==> config.mk <==
export PLATFORM = sky130hd
export DESIGN_NAME = nn_layer_sequencer
export DESIGN_NICKNAME = d
export VERILOG_FILES = /design/src/rtl/nn_layer_sequencer.sv
export SDC_FILE = /design/constraint.sdc
export NUM_CORES = 1
export LEC_CHECK = 0
export CAP_MARGIN = 20
export CORE_ASPECT_RATIO = 0.8
export CORE_MARGIN = 10
export CORE_UTILIZATION = 35
export DETAILED_ROUTE_END_ITERATION = 8
export HOLD_SLACK_MARGIN = 0.12
export PLACE_DENSITY = 0.63
export SYNTH_ARGS = -nofsm -noshare
export SYNTH_HDL_FRONTEND = slang
export SYNTH_SLANG_ARGS = --single-unit
==> constraint.sdc <==
create_clock -name clk -period 23.4 [get_ports clk]
set_input_delay 3.51 -clock clk [delete_from_list [all_inputs] [get_ports clk]]
set_output_delay 3.51 -clock clk [all_outputs]
set_load 0.02 [all_outputs]
==> src/rtl/nn_layer_sequencer.sv <==
// Time-multiplexed fully-connected layer: one shared signed MAC walks every
// neuron in turn, addressing external weight/bias ROMs, and streams results out.
module nn_layer_sequencer #(
    parameter int N_IN  = 2,
    parameter int N_OUT = 10,
    parameter int IN_W  = 9,
    parameter int W_W   = 12,
    parameter int OUT_W = 17,
    parameter int SHIFT = 4,
    localparam int AW   = (N_OUT * N_IN > 1) ? $clog2(N_OUT * N_IN) : 1,
    localparam int IW   = (N_OUT > 1) ? $clog2(N_OUT) : 1
) (
    input  logic                  clk,
    input  logic                  rst_n,
    input  logic                  i_in_valid,
    output logic                  o_in_ready,
    input  logic [N_IN*IN_W-1:0]  i_in_data,
    output logic [AW-1:0]         o_w_addr,
    input  logic [W_W-1:0]        i_w_data,
    output logic [IW-1:0]         o_b_addr,
    input  logic [OUT_W-1:0]      i_b_data,
    output logic                  o_out_valid,
    input  logic                  i_out_ready,
    output logic [OUT_W-1:0]      o_out_data,
    output logic [IW-1:0]         o_out_idx,
    output logic                  o_out_last,
    output logic                  o_busy
);
    localparam int JW     = (N_IN > 1) ? $clog2(N_IN) : 1;
    localparam int PROD_W = IN_W + W_W;
    localparam int ACC_W  = IN_W + W_W + $clog2(N_IN) + 1;
    localparam logic [JW-1:0] J_LAST = JW'(N_IN - 1);
    localparam logic [IW-1:0] I_LAST = IW'(N_OUT - 1);

    typedef enum logic [1:0] {IDLE, MAC, EMIT} state_t;

    state_t                       r_state, w_state_nxt;
    logic [N_IN-1:0][IN_W-1:0]    r_in;
    logic [IW-1:0]                r_i;
    logic [JW-1:0]                r_j;
    logic signed [ACC_W-1:0]      r_acc;
    logic [OUT_W-1:0]             r_out_data;
    logic [IW-1:0]                r_out_idx;
    logic                         r_out_last;
    logic                         r_out_valid;

    logic signed [IN_W-1:0]       w_in_sel;
    logic signed [W_W-1:0]        w_wgt;
    logic signed [PROD_W-1:0]     w_prod;
    logic signed [ACC_W-1:0]      w_sum;
    logic [OUT_W-1:0]             w_res;

    assign w_in_sel = r_in[r_j];
    assign w_wgt    = i_w_data;
    assign w_prod   = PROD_W'(w_in_sel) * PROD_W'(w_wgt);
    assign w_sum    = r_acc + ACC_W'(w_prod);
    // Arithmetic shift floors toward -inf; the bias add wraps at OUT_W bits.
    assign w_res    = OUT_W'(w_sum >>> SHIFT) + i_b_data;

    assign o_w_addr    = AW'(r_i * N_IN + r_j);
    assign o_b_addr    = r_i;
    assign o_in_ready  = (r_state == IDLE);
    assign o_busy      = (r_state != IDLE);
    assign o_out_valid = r_out_valid;
    assign o_out_data  = r_out_data;
    assign o_out_idx   = r_out_idx;
    assign o_out_last  = r_out_last;

    always_ff @(posedge clk or negedge rst_n) begin
        if (!rst_n) r_state <= IDLE;
        else        r_state <= w_state_nxt;
    end

    always_comb begin
        w_state_nxt = r_state;
        case (r_state)
            IDLE:    if (i_in_valid) w_state_nxt = MAC;
            MAC:     if (r_j == J_LAST) w_state_nxt = EMIT;
            EMIT:    if (i_out_ready) w_state_nxt = (r_i == I_LAST) ? IDLE : MAC;
            default: w_state_nxt = IDLE;
        endcase
    end

    always_ff @(posedge clk or negedge rst_n) begin
        if (!rst_n) begin
            r_in        <= '0;
            r_i         <= '0;
            r_j         <= '0;
            r_acc       <= '0;
            r_out_data  <= '0;
            r_out_idx   <= '0;
            r_out_last  <= 1'b0;
            r_out_valid <= 1'b0;
        end else begin
            case (r_state)
                IDLE: if (i_in_valid) begin
                    r_in  <= i_in_data;
                    r_i   <= '0;
                    r_j   <= '0;
                    r_acc <= '0;
                end
                MAC: if (r_j == J_LAST) begin
                    r_out_data  <= w_res;
                    r_out_idx   <= r_i;
                    r_out_last  <= (r_i == I_LAST);
                    r_out_valid <= 1'b1;
                end else begin
                    r_acc <= w_sum;
                    r_j   <= r_j + 1'b1;
                end
                // i/j stay put while stalled so the ROM addresses hold.
                EMIT: if (i_out_ready) begin
                    r_out_valid <= 1'b0;
                    if (r_i != I_LAST) begin
                        r_i   <= r_i + 1'b1;
                        r_j   <= '0;
                        r_acc <= '0;
                    end
                end
                default: ;
            endcase
        end
    end
endmodule

==> results.cfg, run 1 <==
[outcome]
outcome = completed

[timing]
fin_setup_tns_ns = 0
rsz0062_at_grt = no
hold_violations = 0
post-route-period-util_pct = 46.0
fin_worst_skew_ns = 0.00751
slew_violations = 0
worst_pin_slew_ns = 0.918
slew_headroom_pct = 38.8
final-setup-viol-count = 0
period_needed_ns = 10.77
timing.fmax_mhz = 92.9

[finish]
drive_above_1_share_pct = 7.79
multi_input_area_mm2 = 0.00561
nNetsFinal = 1139
fillCellCount = 2185
syn_to_final_growth_pct = 18.0
seq_area_mm2 = 0.00173

[route]
vias = 5754
first_pass_iters = 4
drcViolationCount = 0
drt_iter0_markers = 212
antenna_left = 0
routedWlPerCell_um = 14.6
via_per_inst = 4.72
routed_wirelength_um = 17800

[clock_tree]
hold_buffers = 0
post_cts_buffers = 0
cts.sinks = 69
cts_tree = yes
root_buffer = clkbuf_16
ctsResizeCount = 0
cts_buffers = 9
htree_levels = 3
clock_path_buffers = 2
clk_pin_slew_ns = 0.06
clk_latency_ns = 0.34

[worst_setup_path]
critPathArrivalTime_ns = 10.99
cp_max_fo = 9
cp.required_ns = 23.62
path_class = in2reg
end_kind = register
crit_path_start_kind = input port

[synth]
yosysTopAreaCell = fa_1
synth_edf_count = 0
synth-main-ff-cell = dfrtp_1
avgSynthCellArea_um2 = 9.61
syn_nets = 1074
synth_area_mm2 = 0.00809
ys_seq_area_share_pct = 21.3
netlist_instances = 842
async_flop_share_pct = 100
yosysWarnings = 0
synthTopCellsByArea = fa_1 27%, dfrtp_1 21%, ha_1 11%
yosysUniqueCellTypes = 56
synth_top_cell_area_share_pct = 26.7
ys_ff_latch = 69

[grt]
first_global_vias = 5992
overflow = 0
track_usage_pct = 12.5
antenna_found_initial = 1
grt_pass1_wl_um = 30300
grt_max_degree = 70

[floorplan]
ios = 85
die-area_mm2 = 0.0296
die-height_um = 156
die_w_um = 190
num_rows = 49
coreArea_mm2 = 0.0226
start_util_pct = 35.8

[worst_hold_path]
min_path_type = reg2reg

[place]
portBuffers = 84
gp_congestion = 0.839
post-dp-hpwl_um = 14700

[run]
cap_violations = 0
-- layout make-up --
type | instances | area share, %
sequential | 69 | 18.1
inverter | 161 | 6.33
tap | 306 | 4.01
clock inverter | 6 | 0.983
antenna | 1 | 0.0262
timing repair buffer | 91 | 9.33
multi-input combinational | 575 | 58.7
clock buffer | 10 | 2.50
-- cell families after synthesis --
group / Yosys count / synth area share (%)
simple gates: 196 / 11.6
buf+inv: 198 / 9.42
xor+xnor: 41 / 4.44
flops: 69 / 21.3
mux: 36 / 4.93
compound gates: 121 / 10.2
fa+ha+maj: 181 / 38.0
-- sequential cells by signal, indices dropped and copies added, names as in the netlist --
name,count
r_acc,21
r_in,18
o_out_data,17
o_b_addr,4
o_out_idx,4
r_state,2
o_out_last,1
o_out_valid,1
r_j,1
-- critical path, cell delays in order --
cell	delay, ns
clkdlybuf4s50_1	0.55
or2_2	0.37
fa_1	0.50
fa_1	0.55
inv_1	0.05
fa_1	0.44
fa_1	0.51
inv_1	0.05
fa_1	0.53
inv_1	0.04
ha_1	0.35
and2_1	0.19
a221oi_1	0.39
a21boi_1	0.15
o21a_1	0.19
o21a_1	0.17
or3_1	0.32
and2_1	0.17
ha_1	0.33
and3_1	0.20
a21oi_1	0.27
o211ai_1	0.22
a2111o_1	0.43
nand3_1	0.09
nor4_1	0.04
or3b_1	0.35
-- placed cells by master, fill, tap and decap left out, types with 3 or more instances in the layout --
cell	instances
xor2_1	15
a22o_1	18
o21ai_0	30
mux2i_1	5
fa_1	108
nand3_1	7
nand2b_1	10
nor2b_1	20
nand4_1	3
or2_2	6
clkbuf_16	9
o31ai_1	3
nor3_1	5
nand2_1	88
inv_1	159
ha_1	73
o21bai_1	4
o21a_1	8
a21oi_1	26
xnor2_1	26
dfrtp_1	69
mux2_2	31
buf_4	8
and2_1	19
o211ai_1	4
clkdlybuf4s50_1	83
and3_1	3
a21o_1	4
nor2_1	25
o21ai_1	3
-- cells in the mapped netlist (2+ instances only) --
library cell,count
a2111oi_0,2
a21o_1,4
a21oi_1,26
a22o_1,18
a31oi_1,2
and2_1,19
and3_1,3
buf_1,8
buf_4,5
clkbuf_1,24
dfrtp_1,69
fa_1,108
ha_1,73
inv_1,159
inv_2,2
mux2_2,31
mux2i_1,5
nand2_1,88
nand2b_1,10
nand3_1,7
nand3b_1,2
nand4_1,3
nor2_1,25
nor2b_1,20
nor3_1,5
nor3_2,2
nor4_1,2
o211ai_1,4
o21a_1,8
o21ai_0,31
o21ai_1,2
o21bai_1,4
o31ai_1,3
or2_2,6
or3_1,2
xnor2_1,26
xor2_1,15
-- layer usage --
| layer | track usage [%] | part of all wire (%) | routed length, um |
|---|---|---|---|
| met5 | 0 | 0 | 0 |
| met4 | 2.38 | 0.65 | 116 |
| met3 | 3.11 | 5.3 | 944 |
| met2 | 20.3 | 48 | 8480 |
| met1 | 16.6 | 46 | 8240 |
-- final timing paths --
| path | startpoint | end | slack [ns] | depth (start not counted) |
|---|---|---|---|---|
| min | o_out_data[10]$_DFFE_PN0P_ | o_out_data[10]$_DFFE_PN0P_ | 0.48 | 2 |
| max reg2reg | r_j$_DFFE_PN0P_ | o_out_data[16]$_DFFE_PN0P_ | 15.19 | 27 |
| max in group asynchronous | rst_n | r_acc[14]$_DFFE_PN0P_ | 19.50 | 1 |
| min reg2reg | o_out_data[10]$_DFFE_PN0P_ | o_out_data[10]$_DFFE_PN0P_ | 0.48 | 2 |
| min in group asynchronous | rst_n | o_out_last$_DFFE_PN0P_ | 3.31 | 1 |
| max | i_w_data[0] | o_out_data[16]$_DFFE_PN0P_ | 12.63 | 26 |
-- stage by stage --
step	utilization, %	setup slack (ns)	cell area, um^2	std cells	hold slack (ns)
finish	42.2	12.63	9550	1219	0.480
global route	42.2	12.15	9540	1218	0.512
CTS	42.2	12.65	9540	1218	0.484
detailed placement	40.7	12.29	9210	1202	0.470
global placement	40.7	12.48	9210	1202	0.465
floorplan	-	13.20	8090	842	0.456
Power of run 1 is not shown: default switching activity piles up to over one toggle a cycle in this logic, so the estimate is an artifact.
==> run 2, diff against run 1 <==
==> constraint.sdc (replaced) <==
create_clock -name clk -period 11.2 [get_ports clk]
set_input_delay 1.68 -clock clk [delete_from_list [all_inputs] [get_ports clk]]
set_output_delay 1.68 -clock clk [all_outputs]
set_load 0.02 [all_outputs]
==> run 2 against run 1 <==
  * Count of clock-buffer cells in the layout shrank 1
  * Global-route usage about the same
  * Largest cell class unchanged
  * Non-clock buffer count stayed put
  * Setup slack lost 10 ns
  * Cell count is the same
  * Sequential cell count stayed put
  * Clock skew is 0.00076 ns lower
==> results.cfg, run 2 (same netlist as run 1, synthesis figures left out) <==
[clock_tree]
post_cts_buffers = 0
clock_path_buffers = 2
cts_tree = yes
ctsResizeCount = 0
root_buffer = clkbuf_16
hold_buffers = 0
clk_latency_ns = 0.34
cts_buffers = 9
htree_levels = 3
cts.sinks = 69
clk_pin_slew_ns = 0.06

[worst_setup_path]
cp_max_fo = 9
path_buf_inv = 4
critPathArrivalTime_ns = 9.09
crit_top_cell = fa_1
critical_path.top_delay_family = adder cells
slowest_delay_ns = 0.66
crit_path_top_delay_cell = clkdlybuf4s50_1
cp.required_ns = 11.42
crit_path_start_kind = input port
end_kind = register
path_class = in2reg

[timing]
timing.fmax_mhz = 113
fin_worst_skew_ns = 0.00675
post-route-period-util_pct = 79.2
final-setup-viol-count = 0
rsz0062_at_grt = no
slew_headroom_pct = 40.3
hold_violations = 0
fin_setup_tns_ns = 0
period_needed_ns = 8.87
worst_pin_slew_ns = 0.895
slew_violations = 0

[place]
placed_cell_area_mm2 = 0.00921
portBuffers = 84
post-dp-hpwl_um = 14600
gp_congestion = 0.839

[finish]
final_area_mm2 = 0.00956
utilization_pct = 42.3
syn_to_final_growth_pct = 18.2
mostFrequentLayoutCells = 159 x inv_1, 108 x fa_1, 88 x nand2_1, 83 x clkdlybuf4s50_1, 73 x ha_1
final_common_cell = inv_1
top_register = r_acc
drive_above_1_share_pct = 7.79
largest_reg_flops = 21
nNetsFinal = 1139

[grt]
first_global_vias = 6028
grt_max_degree = 70
track_usage_pct = 12.5
grt_pass1_wl_um = 30200
antenna_found_initial = 1
overflow = 0

[route]
routed_wirelength_um = 17700
first_pass_iters = 4
drcViolationCount = 0
antenna_left = 0
vias = 5813
routedWlPerCell_um = 14.5
drt_iter0_markers = 272
via_per_inst = 4.77

[floorplan]
die-height_um = 156
die-area_mm2 = 0.0296
start_util_pct = 35.8
coreArea_mm2 = 0.0226
die_w_um = 190
ios = 85
num_rows = 49

[run]
cap_violations = 0

[worst_hold_path]
min_path_type = reg2reg

[outcome]
outcome = completed
[run 2: changes by cell type in the layout (fill, tap and decap cells not counted)]
cell / change
bufinv_16: +1
inv_6: +1
clkbuf_8: -1
clkinv_4: -2
clkinv_2: +1
[run 2: area by class of cell]
cell class,instances,area [um^2]
clock buffer,9,225
timing repair buffer,91,891
clock inverter,7,120
inverter,161,604
fill,2239,13100
multi-input combinational,575,5610
sequential,69,1730
tap,306,383
antenna,1,2.50
[run 2: per-layer routing]
metal / vias up / part of all wire (%) / track usage, %
met3: 15 / 5.0 / 3.11
li1: 2798 / - / -
met5: - / 0 / 0
met2: 94 / 47 / 19.9
met4: 0 / 1.1 / 2.83
met1: 2906 / 47 / 16.6
[run 2: worst paths after layout]
kind                                            startpoint                         end  slack [ns]  depth (start not counted)
min in group asynchronous                            rst_n      o_out_last$_DFFE_PN0P_        1.46                          1
worst max register to register             r_j$_DFFE_PN0P_  o_out_data[16]$_DFFE_PN0P_        3.05                         27
worst max-delay path                           i_w_data[7]  o_out_data[16]$_DFFE_PN0P_        2.33                         26
worst min-delay path            o_out_data[10]$_DFFE_PN0P_  o_out_data[10]$_DFFE_PN0P_        0.47                          2
worst min register to register  o_out_data[10]$_DFFE_PN0P_  o_out_data[10]$_DFFE_PN0P_        0.47                          2
max in group asynchronous                            rst_n       r_acc[14]$_DFFE_PN0P_        9.16                          1
[run 2: tightest hold or removal path: cells and delay by family, from the launching register on]
| family | cells | cell delay (ns) |
|---|---|---|
| AND/OR/NAND/NOR | 1 | 0.04 |
| flip-flops | 1 | 0.34 |
| AO/OA/AOI/OAI | 1 | 0.06 |
[run 2: metrics by stage]
| stage | hold slack (ns) | instances | setup slack [ns] |
|---|---|---|---|
| 6_report | 0.475 | 1219 | 2.33 |
| 4_1_cts | 0.483 | 1218 | 2.36 |
| 3_3_place_gp | 0.465 | 1202 | 2.12 |
| 5_1_grt | 0.511 | 1218 | 1.91 |
| 3_5_place_dp | 0.469 | 1202 | 1.99 |
| 2_1_floorplan | 0.456 | 842 | 2.83 |
Power of run 2 is left out for the same reason.
==> run 3, diff against run 2 <==
--- a/config.mk
+++ b/config.mk
@@ -11,7 +11,7 @@
 export CORE_UTILIZATION = 35
 export DETAILED_ROUTE_END_ITERATION = 8
 export HOLD_SLACK_MARGIN = 0.12
-export PLACE_DENSITY = 0.63
+export PLACE_DENSITY = 0.65
 export SYNTH_ARGS = -nofsm -noshare
 export SYNTH_HDL_FRONTEND = slang
 export SYNTH_SLANG_ARGS = --single-unit
==> constraint.sdc (replaced) <==
create_clock -name clk -period 7.4 [get_ports clk]
set_input_delay 1.11 -clock clk [delete_from_list [all_inputs] [get_ports clk]]
set_output_delay 1.11 -clock clk [all_outputs]
set_load 0.02 [all_outputs]
==> run 3 against run 2 <==
  * Count of clock-buffer cells in the layout did not move
  * Clock skew barely moved
  * Utilization rose by 4.9 points
  * Critical path depth did not move
  * Largest cell class unchanged
  * Routed wire length rose by 10%
  * Highest routed layer unchanged
  * Sequential cell count did not move
  * Critical endpoint unchanged
==> results.cfg, run 3 (same netlist as run 1, synthesis figures left out) <==
[clock_tree]
cts_buffers = 9
clk_latency_ns = 0.35
hold_buffers = 0
htree_levels = 3
cts_tree = yes
clk_pin_slew_ns = 0.06
cts.sinks = 69
clock_path_buffers = 2
root_buffer = clkbuf_16

[route]
wl_met1_um = 9010
antenna_left = 0
routed_wirelength_um = 19500
first_pass_iters = 4
met3WireLength_um = 1170
vias = 6312
drcViolationCount = 0
drt_iter0_markers = 289
routedWlPerCell_um = 14.6
route.met2.wl_um = 9220
via_per_inst = 4.72
highest_layer = met4

[worst_setup_path]
cp.required_ns = 7.63
path_class = in2reg
critPathArrivalTime_ns = 7.46
end_kind = register
cp_max_fo = 3
crit_path_start_kind = input port
rr_worst_depth = 28

[floorplan]
start_util_pct = 35.8
die-height_um = 156
die-area_mm2 = 0.0296
num_rows = 49
die_w_um = 190
coreArea_mm2 = 0.0226
ios = 85

[timing]
timing.fmax_mhz = 138
setup_slack_ns = 0.170
final-setup-viol-count = 0
holdWs_ns = 0.482
hold_violations = 0
period_needed_ns = 7.23
worst_pin_slew_ns = 0.935
rsz0062_at_grt = yes
post-route-period-util_pct = 97.7
fin_worst_skew_ns = 0.00725
slew_violations = 0
slew_headroom_pct = 37.6

[finish]
fillCellCount = 2133
mostFrequentLayoutCells = 153 x inv_1, 124 x buf_4, 104 x fa_1, 83 x nand2_1, 71 x clkdlybuf4s50_1
largest_reg_flops = 21
antenna_cells = 0
top_register = r_acc
nNetsFinal = 1257
drive_above_1_share_pct = 23.7
final_common_cell = inv_1
fin_cells = 1336
syn_to_final_growth_pct = 31.7
utilization_pct = 47.1

[worst_hold_path]
min_path_type = reg2reg
holdPathStages = 2

[outcome]
outcome = completed

[run]
cap_violations = 0

[grt]
first_global_vias = 6648
track_usage_pct = 13.5
grt_pass1_wl_um = 32700
antenna_found_initial = 0
grt_max_degree = 70
overflow = 0

[place]
pre_cts_slack_ns = -0.674
gp_congestion = 0.850
post-dp-hpwl_um = 15900
placedCellCount = 1301
portBuffers = 84
run 3: worst paths after layout:
| path | end | slack, ns | from |
|---|---|---|---|
| max in group asynchronous | r_j$_DFFE_PN0P_ | 5.85 | rst_n |
| min in group asynchronous | o_b_addr[2]$_DFFE_PN0P_ | 0.91 | rst_n |
| setup reg to reg | o_out_data[16]$_DFFE_PN0P_ | 0.18 | r_j$_DFFE_PN0P_ |
| hold / removal | o_out_data[7]$_DFFE_PN0P_ | 0.48 | o_out_data[7]$_DFFE_PN0P_ |
| setup / recovery | o_out_data[16]$_DFFE_PN0P_ | 0.17 | i_w_data[0] |
| hold reg to reg | o_out_data[7]$_DFFE_PN0P_ | 0.48 | o_out_data[7]$_DFFE_PN0P_ |
run 3: through the flow:
step	TNS, ns	instance area [um^2]
global placement	-2.32	10000
detailed placement	-2.43	10000
floorplan	0	8170
finish	0	10700
global route	-0.114	10700
CTS	0	10400
run 3: worst max-delay path: stages:
cell           delay [ns]
dlygate4sd2_1        0.27
or2_4                0.24
fa_1                 0.47
fa_2                 0.53
inv_1                0.06
fa_2                 0.37
fa_1                 0.54
inv_1                0.05
fa_1                 0.49
inv_2                0.05
ha_4                 0.23
and2_1               0.17
a221oi_2             0.30
a21boi_2             0.11
o21a_1               0.19
o21a_1               0.17
or3_4                0.33
and2_4               0.17
ha_4                 0.21
and3_4               0.17
a21oi_2              0.11
o211ai_1             0.15
a2111o_1             0.44
nand3_2              0.10
nor4_1               0.04
or3b_1               0.38
run 3: final cells by class:
class / instances / area (um^2) / area share, %
Clock inverter: 7 / 104 / 0.974
Multi-Input combinational cell: 575 / 5840 / 54.8
Sequential cell: 69 / 1730 / 16.2
Inverter: 161 / 604 / 5.67
Tap cell: 306 / 383 / 3.59
Clock buffer: 9 / 225 / 2.11
Timing Repair Buffer: 209 / 1780 / 16.7
run 3: routing by layer:
| layer | vias up | GRT usage (%) |
|---|---|---|
| li1 | 3040 | - |
| met1 | 3138 | 18.2 |
| met2 | 120 | 21.5 |
| met5 | - | 0 |
| met3 | 14 | 3.51 |
| met4 | 0 | 2.23 |
run 3: repair_timing:
item | 4_1_cts | 5_1_grt
pin swaps | 3 | 26
cloned | 0 | 1
setup buffers | 1 | 17
endpoints found under the setup margin | 4 | 5
resized for setup | 19 | 75
Power of run 3 is left out for the same reason.
